## config.mk

```make
export PLATFORM = sky130hd
export DESIGN_NAME = conv_layer_sequencer
export DESIGN_NICKNAME = d
export VERILOG_FILES = /design/src/rtl/conv_layer_sequencer.sv
export SDC_FILE = /design/constraint.sdc
export NUM_CORES = 1
export LEC_CHECK = 0
export BUFFER_PORTS_ARGS = -buffer_cell sky130_fd_sc_hd__buf_4
export CAP_MARGIN = 20
export CORE_AREA = 2 2 60 62
export DETAILED_ROUTE_END_ITERATION = 8
export DIE_AREA = 0 0 62 64
export MAX_ROUTING_LAYER = met4
export PLACE_DENSITY = 0.65
export SYNTH_ARGS = -nofsm -noshare
export SYNTH_HDL_FRONTEND = slang
export SYNTH_SLANG_ARGS = --single-unit
```

## constraint.sdc

```tcl
create_clock -name clk -period 2.9 [get_ports clk]
set_clock_uncertainty 0.05 [all_clocks]
set_input_delay 0.145 -clock clk [delete_from_list [all_inputs] [get_ports clk]]
set_output_delay 0.145 -clock clk [all_outputs]
set_load 0.005 [all_outputs]
```

## src/rtl/conv_layer_sequencer.sv

```systemverilog
`default_nettype none
// ============================================================================
// Module      : conv_layer_sequencer
// Description : Control-path sequencer for one convolutional layer instance.
//               Accepts an upstream pixel stream (valid/ready), generates
//               one layer clock-enable per accepted pixel, presents each
//               valid layer result downstream (valid/ready) while holding
//               the layer frozen, and counts pixels/results per frame.
// Revision    : 1.0 - initial release
// ============================================================================
module conv_layer_sequencer #(
  parameter int IMAGE_SIZE  = 28,
  parameter int FILTER_SIZE = 5,
  parameter int STRIDE      = 1
) (
  input  logic clk,
  input  logic reset,
  input  logic start,
  input  logic in_valid,
  output logic in_ready,
  output logic layer_clk_en,
  input  logic layer_valid,
  output logic out_valid,
  input  logic out_ready,
  output logic busy,
  output logic frame_done,
  output logic count_error
);

  // --------------------------------------------------------------------------
  // Frame geometry
  // --------------------------------------------------------------------------
  localparam int TOTAL_PIX = IMAGE_SIZE * IMAGE_SIZE;
  localparam int OUT_DIM   = (IMAGE_SIZE - FILTER_SIZE) / STRIDE + 1;
  localparam int EXP_OUT   = OUT_DIM * OUT_DIM;
  localparam int PIX_W     = $clog2(TOTAL_PIX + 1);
  localparam int OUT_W     = $clog2(EXP_OUT + 1);

  localparam logic [PIX_W-1:0] PIX_LAST = PIX_W'(TOTAL_PIX);
  localparam logic [OUT_W-1:0] OUT_EXP  = OUT_W'(EXP_OUT);

  typedef enum logic [2:0] {
    ST_IDLE   = 3'd0,
    ST_STREAM = 3'd1,
    ST_EVAL   = 3'd2,
    ST_EMIT   = 3'd3,
    ST_DONE   = 3'd4
  } state_t;

  state_t           state_q;
  state_t           state_d;
  logic [PIX_W-1:0] pix_cnt_q;
  logic [PIX_W-1:0] pix_cnt_d;
  logic [OUT_W-1:0] out_cnt_q;
  logic [OUT_W-1:0] out_cnt_d;
  logic             in_ready_q;
  logic             out_valid_q;
  logic             busy_q;
  logic             frame_done_q;
  logic             count_error_q;
  logic             pix_last;

  // Last pixel of the frame has been accepted; decides EVAL/EMIT exit.
  assign pix_last = (pix_cnt_q == PIX_LAST);

  // Saturating increments: the counters must never wrap inside a frame, even
  // if the layer misbehaves and produces more results than expected.
  assign pix_cnt_d = (pix_cnt_q == PIX_LAST) ? pix_cnt_q : pix_cnt_q + 1'b1;
  assign out_cnt_d = (out_cnt_q == {OUT_W{1'b1}}) ? out_cnt_q : out_cnt_q + 1'b1;

  // The layer only advances on an accepted pixel, so it is frozen everywhere
  // else (in particular while a result waits in EMIT).
  assign layer_clk_en = in_valid & in_ready_q;

  assign in_ready    = in_ready_q;
  assign out_valid   = out_valid_q;
  assign busy        = busy_q;
  assign frame_done  = frame_done_q;
  assign count_error = count_error_q;

  // Next-state selection for the frame sequencer.
  always_comb begin
    state_d = state_q;
    case (state_q)
      ST_IDLE: begin
        if (start) begin
          state_d = ST_STREAM;
        end
      end
      ST_STREAM: begin
        if (in_valid) begin
          state_d = ST_EVAL;
        end
      end
      ST_EVAL: begin
        if (layer_valid) begin
          state_d = ST_EMIT;
        end else if (pix_last) begin
          state_d = ST_DONE;
        end else begin
          state_d = ST_STREAM;
        end
      end
      ST_EMIT: begin
        if (out_ready) begin
          state_d = pix_last ? ST_DONE : ST_STREAM;
        end
      end
      ST_DONE: begin
        state_d = ST_IDLE;
      end
      default: begin
        state_d = ST_IDLE;
      end
    endcase
  end

  // State, counters and registered outputs; outputs are decoded from the
  // next state so they are valid in the same cycle as the state they describe.
  always_ff @(posedge clk) begin
    if (reset) begin
      state_q       <= ST_IDLE;
      pix_cnt_q     <= '0;
      out_cnt_q     <= '0;
      in_ready_q    <= 1'b0;
      out_valid_q   <= 1'b0;
      busy_q        <= 1'b0;
      frame_done_q  <= 1'b0;
      count_error_q <= 1'b0;
    end else begin
      state_q      <= state_d;
      in_ready_q   <= (state_d == ST_STREAM);
      busy_q       <= (state_d != ST_IDLE);
      frame_done_q <= (state_d == ST_DONE);

      case (state_q)
        ST_IDLE: begin
          if (start) begin
            pix_cnt_q <= '0;
            out_cnt_q <= '0;
          end
        end
        ST_STREAM: begin
          if (in_valid) begin
            pix_cnt_q <= pix_cnt_d;
          end
        end
        ST_EVAL: begin
          if (layer_valid) begin
            out_valid_q <= 1'b1;
          end
        end
        ST_EMIT: begin
          if (out_ready) begin
            out_valid_q <= 1'b0;
            out_cnt_q   <= out_cnt_d;
          end
        end
        ST_DONE: begin
          // Sticky until reset; a later clean frame does not clear it.
          if (out_cnt_q != OUT_EXP) begin
            count_error_q <= 1'b1;
          end
        end
        default: begin
          out_valid_q <= 1'b0;
        end
      endcase
    end
  end

endmodule
`default_nettype wire

```

# == Word-level counts from Yosys, hierarchy flattened ==
# Cells that the tools add are included.
# totals
reg_bits,28
in_bits,6
output_inout_bits,6
word_cells,52
# op_classes
add_sub_neg,2
n_eq_ne,15
muxes,16
n_bitwise,2
n_reduce_logical,9
# op_table
operator,count
two-way mux 10 bit,5
one-hot mux 10 bit (2 select lines),2
"adder 10 x 1 -> 10 bit, second input constant",2
"== test 10 bit, second input constant",2
two-way mux 3 bit,5
"inequality test 2 bit, second input constant",6
one-hot mux 3 bit (4 select lines),1
"inequality test 10 bit, second input constant",1
AND reduction 4 bit,2
"== test 3 x 1 -> 1 bit, second input constant",2
"== test 3 x 2 -> 1 bit, second input constant",2
"== test 3 bit, second input constant",2
nonzero test 2 bit,2
logical NOT 3 bit,1
one-hot mux 1 bit (3 select lines),1
AND reduction 3 bit,1
nonzero test 3 bit,1
OR reduction 3 bit,1
two-way mux 1 bit,2
AND reduction 2 bit,1
bitwise AND 1 bit,1
inverter 1 bit,1

# == Logic depth before layout (Yosys ltp) ==
# logic_depth
depth_word,5
ltp_mapped,7
mapped_depth_nobuf,6

# == Least setup slack after synthesis ==
# No wires, ideal clock.
# synth_timing
path_kind,register to register
start,reg out_cnt_q[0]
end,reg out_cnt_q[4]
setup_ns,0.091
t_arrival_ns,1.646
required_time_ns,2.759
setup_slack_ns,1.113
path_stages_with_launch,7
n_path_buf,1
path_cell_list,dfxtp_1 -> ha_1 -> nand4_2 -> or3_1 -> buf_6 -> nor2b_1 -> a311oi_1
# synth_between
elab_chain_cells,4
word_cells_on_any_way,7
classes_between,add/sub (1); eq/ne (2); mux (3); reduce/logical (1)
# synth_lines
element,line_no,source
"start, declared",54,logic [OUT_W-1:0] out_cnt_q;
"start signal, assigned",156,out_cnt_q <= out_cnt_d;
adder 10 x 1 -> 10 bit,69,assign out_cnt_d = (out_cnt_q == {OUT_W{1'b1}}) ? out_cnt_q : out_cnt_q + 1'b1;
two-way mux 10 bit,69,
two-way mux 10 bit,154,if (out_ready) begin
one-hot mux 10 bit (2 select lines),136,case (state_q)
# Several ways; a longest one is shown, not always the timed one. The select of a mux whose other input is x is not followed.
# A chain may end at the register's enable or synchronous reset.

# == Worst setup path after layout ==
# Same ends and word-level chain as after synthesis.

==> impl_metrics.csv <==
group,metric,value,unit
worst_hold_path,min_path_type,"in2reg",
setup_path,cp_slowest_cell,"or3_1",
synth,synth_cell_types,50,
detailed_routing,drt_pass1_iterations,4,
setup_path,worst_ep_arrival_time,2.30,ns
synth,seq_area_frac_synth,0.351,
status,status,"complete, no violations",
detailed_routing,dr.first_iter.drc_count,105,
clocking,htreeDepth,1,
worst_hold_path,min_path_cells,2,
placed_design,gp_congestion,0.916,
synth,syn_nets,194,
setup_path,crit_buf_inv,0,
synth,ys_ff_latch,28,
sta,post-route-min-period,2.09,ns
synth,yosys.area.top_type_share,0.351,
placed_design,io_buffers,11,
synth,synthTopCellsByArea,"dfxtp_1, a21oi_1, or3_1, ha_1, o21ai_0",
clocking,cts_tree,"built",
synth,syn_inst,184,
detailed_routing,vias,1447,
floorplan,coreArea,3280,um^2
detailed_routing,drc,0,
setup_path,reg2reg_setup_slack,0.81,ns
synth,yosysWarningCount,0,
global_routing,grt_pass1_vias,1472,
synth,yosys.area.top_type,"dfxtp_1",
clocking,cts_resized,0,
worst_hold_path,hold_start,"reset",
cells_and_area,nets,201,
synth,synth_ff_type,"dfxtp_1",
power_and_ir_drop,power_leakage,0.596,nW
setup_path,path_cells,"ha_1, nand4_2, or3_1, nor2b_1, a311oi_1",
floorplan,fp.dieW,62,um
synth,yosysMostFrequentCell,"dfxtp_1",
floorplan,rows,21,
sta,worst_pin_slew,0.612,ns
clocking,cts_root_buf,"clkbuf_4",
setup_path,r2r-start,"out_cnt_q[0]$_SDFFE_PP0P_",
worst_hold_path,hold_end,"out_cnt_q[9]$_SDFFE_PP0P_",
setup_path,path_delay_family,"simple AND/OR/NAND/NOR gates",
detailed_routing,post_drt_wl_per_cell,15.5,um
floorplan,die_y,64,um
clocking,cts_max_path_buffers,2,
clocking,clock_latency,0.34,ns
global_routing,grt_max_degree,24,
global_routing,antenna_found_initial,0,
clocking,cts_buffers,3,
global_routing,grt_pass1_wl,6620,um
placed_design,dp.final_hpwl,2610,um
sta,setup_viol,0,
sta,fin_tns_setup,0,ns
setup_path,end_kind,"flop",
synth,synth_edf_count,0,
clocking,clkTransAtPathRegs,0.16,ns
setup_path,r2r_cells,5,
synth,synth_commonest_cells,"dfxtp_1, a21oi_1, nor2_1",
clocking,ctsHoldBuffers,0,
setup_path,slowest_delay,0.57,ns
setup_path,critPathMaxFanout,8,
global_routing,grt_overflow,0,
cells_and_area,drive_gt1_frac,0.121,
floorplan,initial_utilization,0.486,
job,drv_cap,0,
sta,finalCritPeriodShare,0.721,
setup_path,start_kind,"flop",
sta,hold_viol,0,
setup_path,reg2reg_to,"out_cnt_q[4]$_SDFFE_PP0P_",
clocking,clock-sinks,28,
detailed_routing,via_per_inst,6.13,
floorplan,dieArea,3970,um^2
setup_path,cp.required,3.11,ns
sta,relSlewSlack,0.591,
cells_and_area,syn_to_final_growth,8.86,%
detailed_routing,ant_nets,0,
floorplan,pin_count,12,
power_and_ir_drop,power,0.761,mW
sta,max_freq,478,MHz
cells_and_area,diodes,0,
clocking,cts_setup_buffers,0,
synth,syn_area,1600,um^2
synth,avgSynthCellArea,8.68,um^2
global_routing,grt.total_usage,0.221,
synth,synthArstFlopShare,0,
power_and_ir_drop,ir_worst_vdd,0.182,mV
setup_path,crit_type,"reg2reg",
power_and_ir_drop,p_per_area,438,nW/um^2
cells_and_area,fillCellCount,315,
sta,rsz0062_at_grt,"no",
detailed_routing,routed_wirelength,3650,um
sta,maxSlewViolCount,0,
[stage by stage]
stage,hold WS (ns),utilization,cells,instance area (um^2),setup slack (ns)
floorplan,0.179,-,184,1600,1.11
global placement,0.407,0.513,232,1690,0.942
detailed placement,0.415,0.513,232,1690,0.893
CTS,0.0667,0.529,236,1740,0.821
global route,0.0670,0.529,236,1740,0.669
finish,0.0697,0.529,236,1740,0.810
[sequential cells by signal (all words and copies together), names as in the netlist]
signal       cells
state_q          3
count_error      1
frame_done       1
out_cnt_q       10
in_ready         1
pix_cnt_q       10
out_valid        1
busy             1
[cell type report]
| class | count | area, um^2 | share of cell area |
|---|---|---|---|
| multi-input cells | 138 | 951 | 0.547 |
| flip-flops and latches | 28 | 561 | 0.323 |
| repair buffers | 11 | 82.6 | 0.0475 |
| well taps | 46 | 57.6 | 0.0331 |
| inverters | 9 | 33.8 | 0.0194 |
| clock inverters | 1 | 30.0 | 0.0173 |
| clock buffers | 3 | 22.5 | 0.0130 |
[layout by cell type (no fill, tap or decap), types with 3 or more instances in the layout]
master and n:
dfxtp_1 28, a21oi_1 14, nor2_1 12, buf_4 11, or3_1 9, nand2_1 9, o21ai_0 9, inv_1 8
a31oi_1 7, nand3_1 6, or4_1 6, and2_1 5, nand4_1 5, o211ai_1 4, o31ai_1 4, ha_1 4
and4b_1 3, a41oi_1 3, clkbuf_4 3
[worst max-delay path by stage]
stage                                    from                        end  slack, ns  cells after the start
finish              out_cnt_q[0]$_SDFFE_PP0P_  out_cnt_q[4]$_SDFFE_PP0P_       0.81                      5
global route        out_cnt_q[0]$_SDFFE_PP0P_  out_cnt_q[4]$_SDFFE_PP0P_       0.67                      5
CTS                 out_cnt_q[0]$_SDFFE_PP0P_  out_cnt_q[4]$_SDFFE_PP0P_       0.82                      5
detailed placement  out_cnt_q[0]$_SDFFE_PP0P_  out_cnt_q[4]$_SDFFE_PP0P_       0.89                      5
global placement    out_cnt_q[0]$_SDFFE_PP0P_  out_cnt_q[4]$_SDFFE_PP0P_       0.94                      5
floorplan           out_cnt_q[0]$_SDFFE_PP0P_  out_cnt_q[4]$_SDFFE_PP0P_       1.11                      6
[metal layers]
| layer | up-vias | track usage | part of all wire |
|---|---|---|---|
| met5 | - | - | 0 |
| met4 | 0 | 0.0824 | 0.016 |
| met3 | 6 | 0.0425 | 0.040 |
| met2 | 32 | 0.337 | 0.49 |
| met1 | 692 | 0.284 | 0.45 |
| li1 | 717 | - | - |
[logic make-up after synthesis]
group                      after synthesis  synth area share
xor gates and xnor gates                 2            0.0110
adders and majority gates                4            0.0313
and+or+nand+nor                         77             0.318
AOI/OAI and AO/OA                       52             0.205
muxes                                    3            0.0298
DFF                                     28             0.351
buffers and inverters                   18            0.0533
[power breakdown]
| part | switching, mW | total, mW | internal [mW] | leakage, nW |
|---|---|---|---|---|
| Combinational | 0.0473 | 0.0869 | 0.0397 | 0.341 |
| Sequential | 0.0162 | 0.410 | 0.394 | 0.227 |
| Clock | 0.124 | 0.264 | 0.140 | 0.0279 |
No activity file was read; power rests on OpenSTA's default activity.
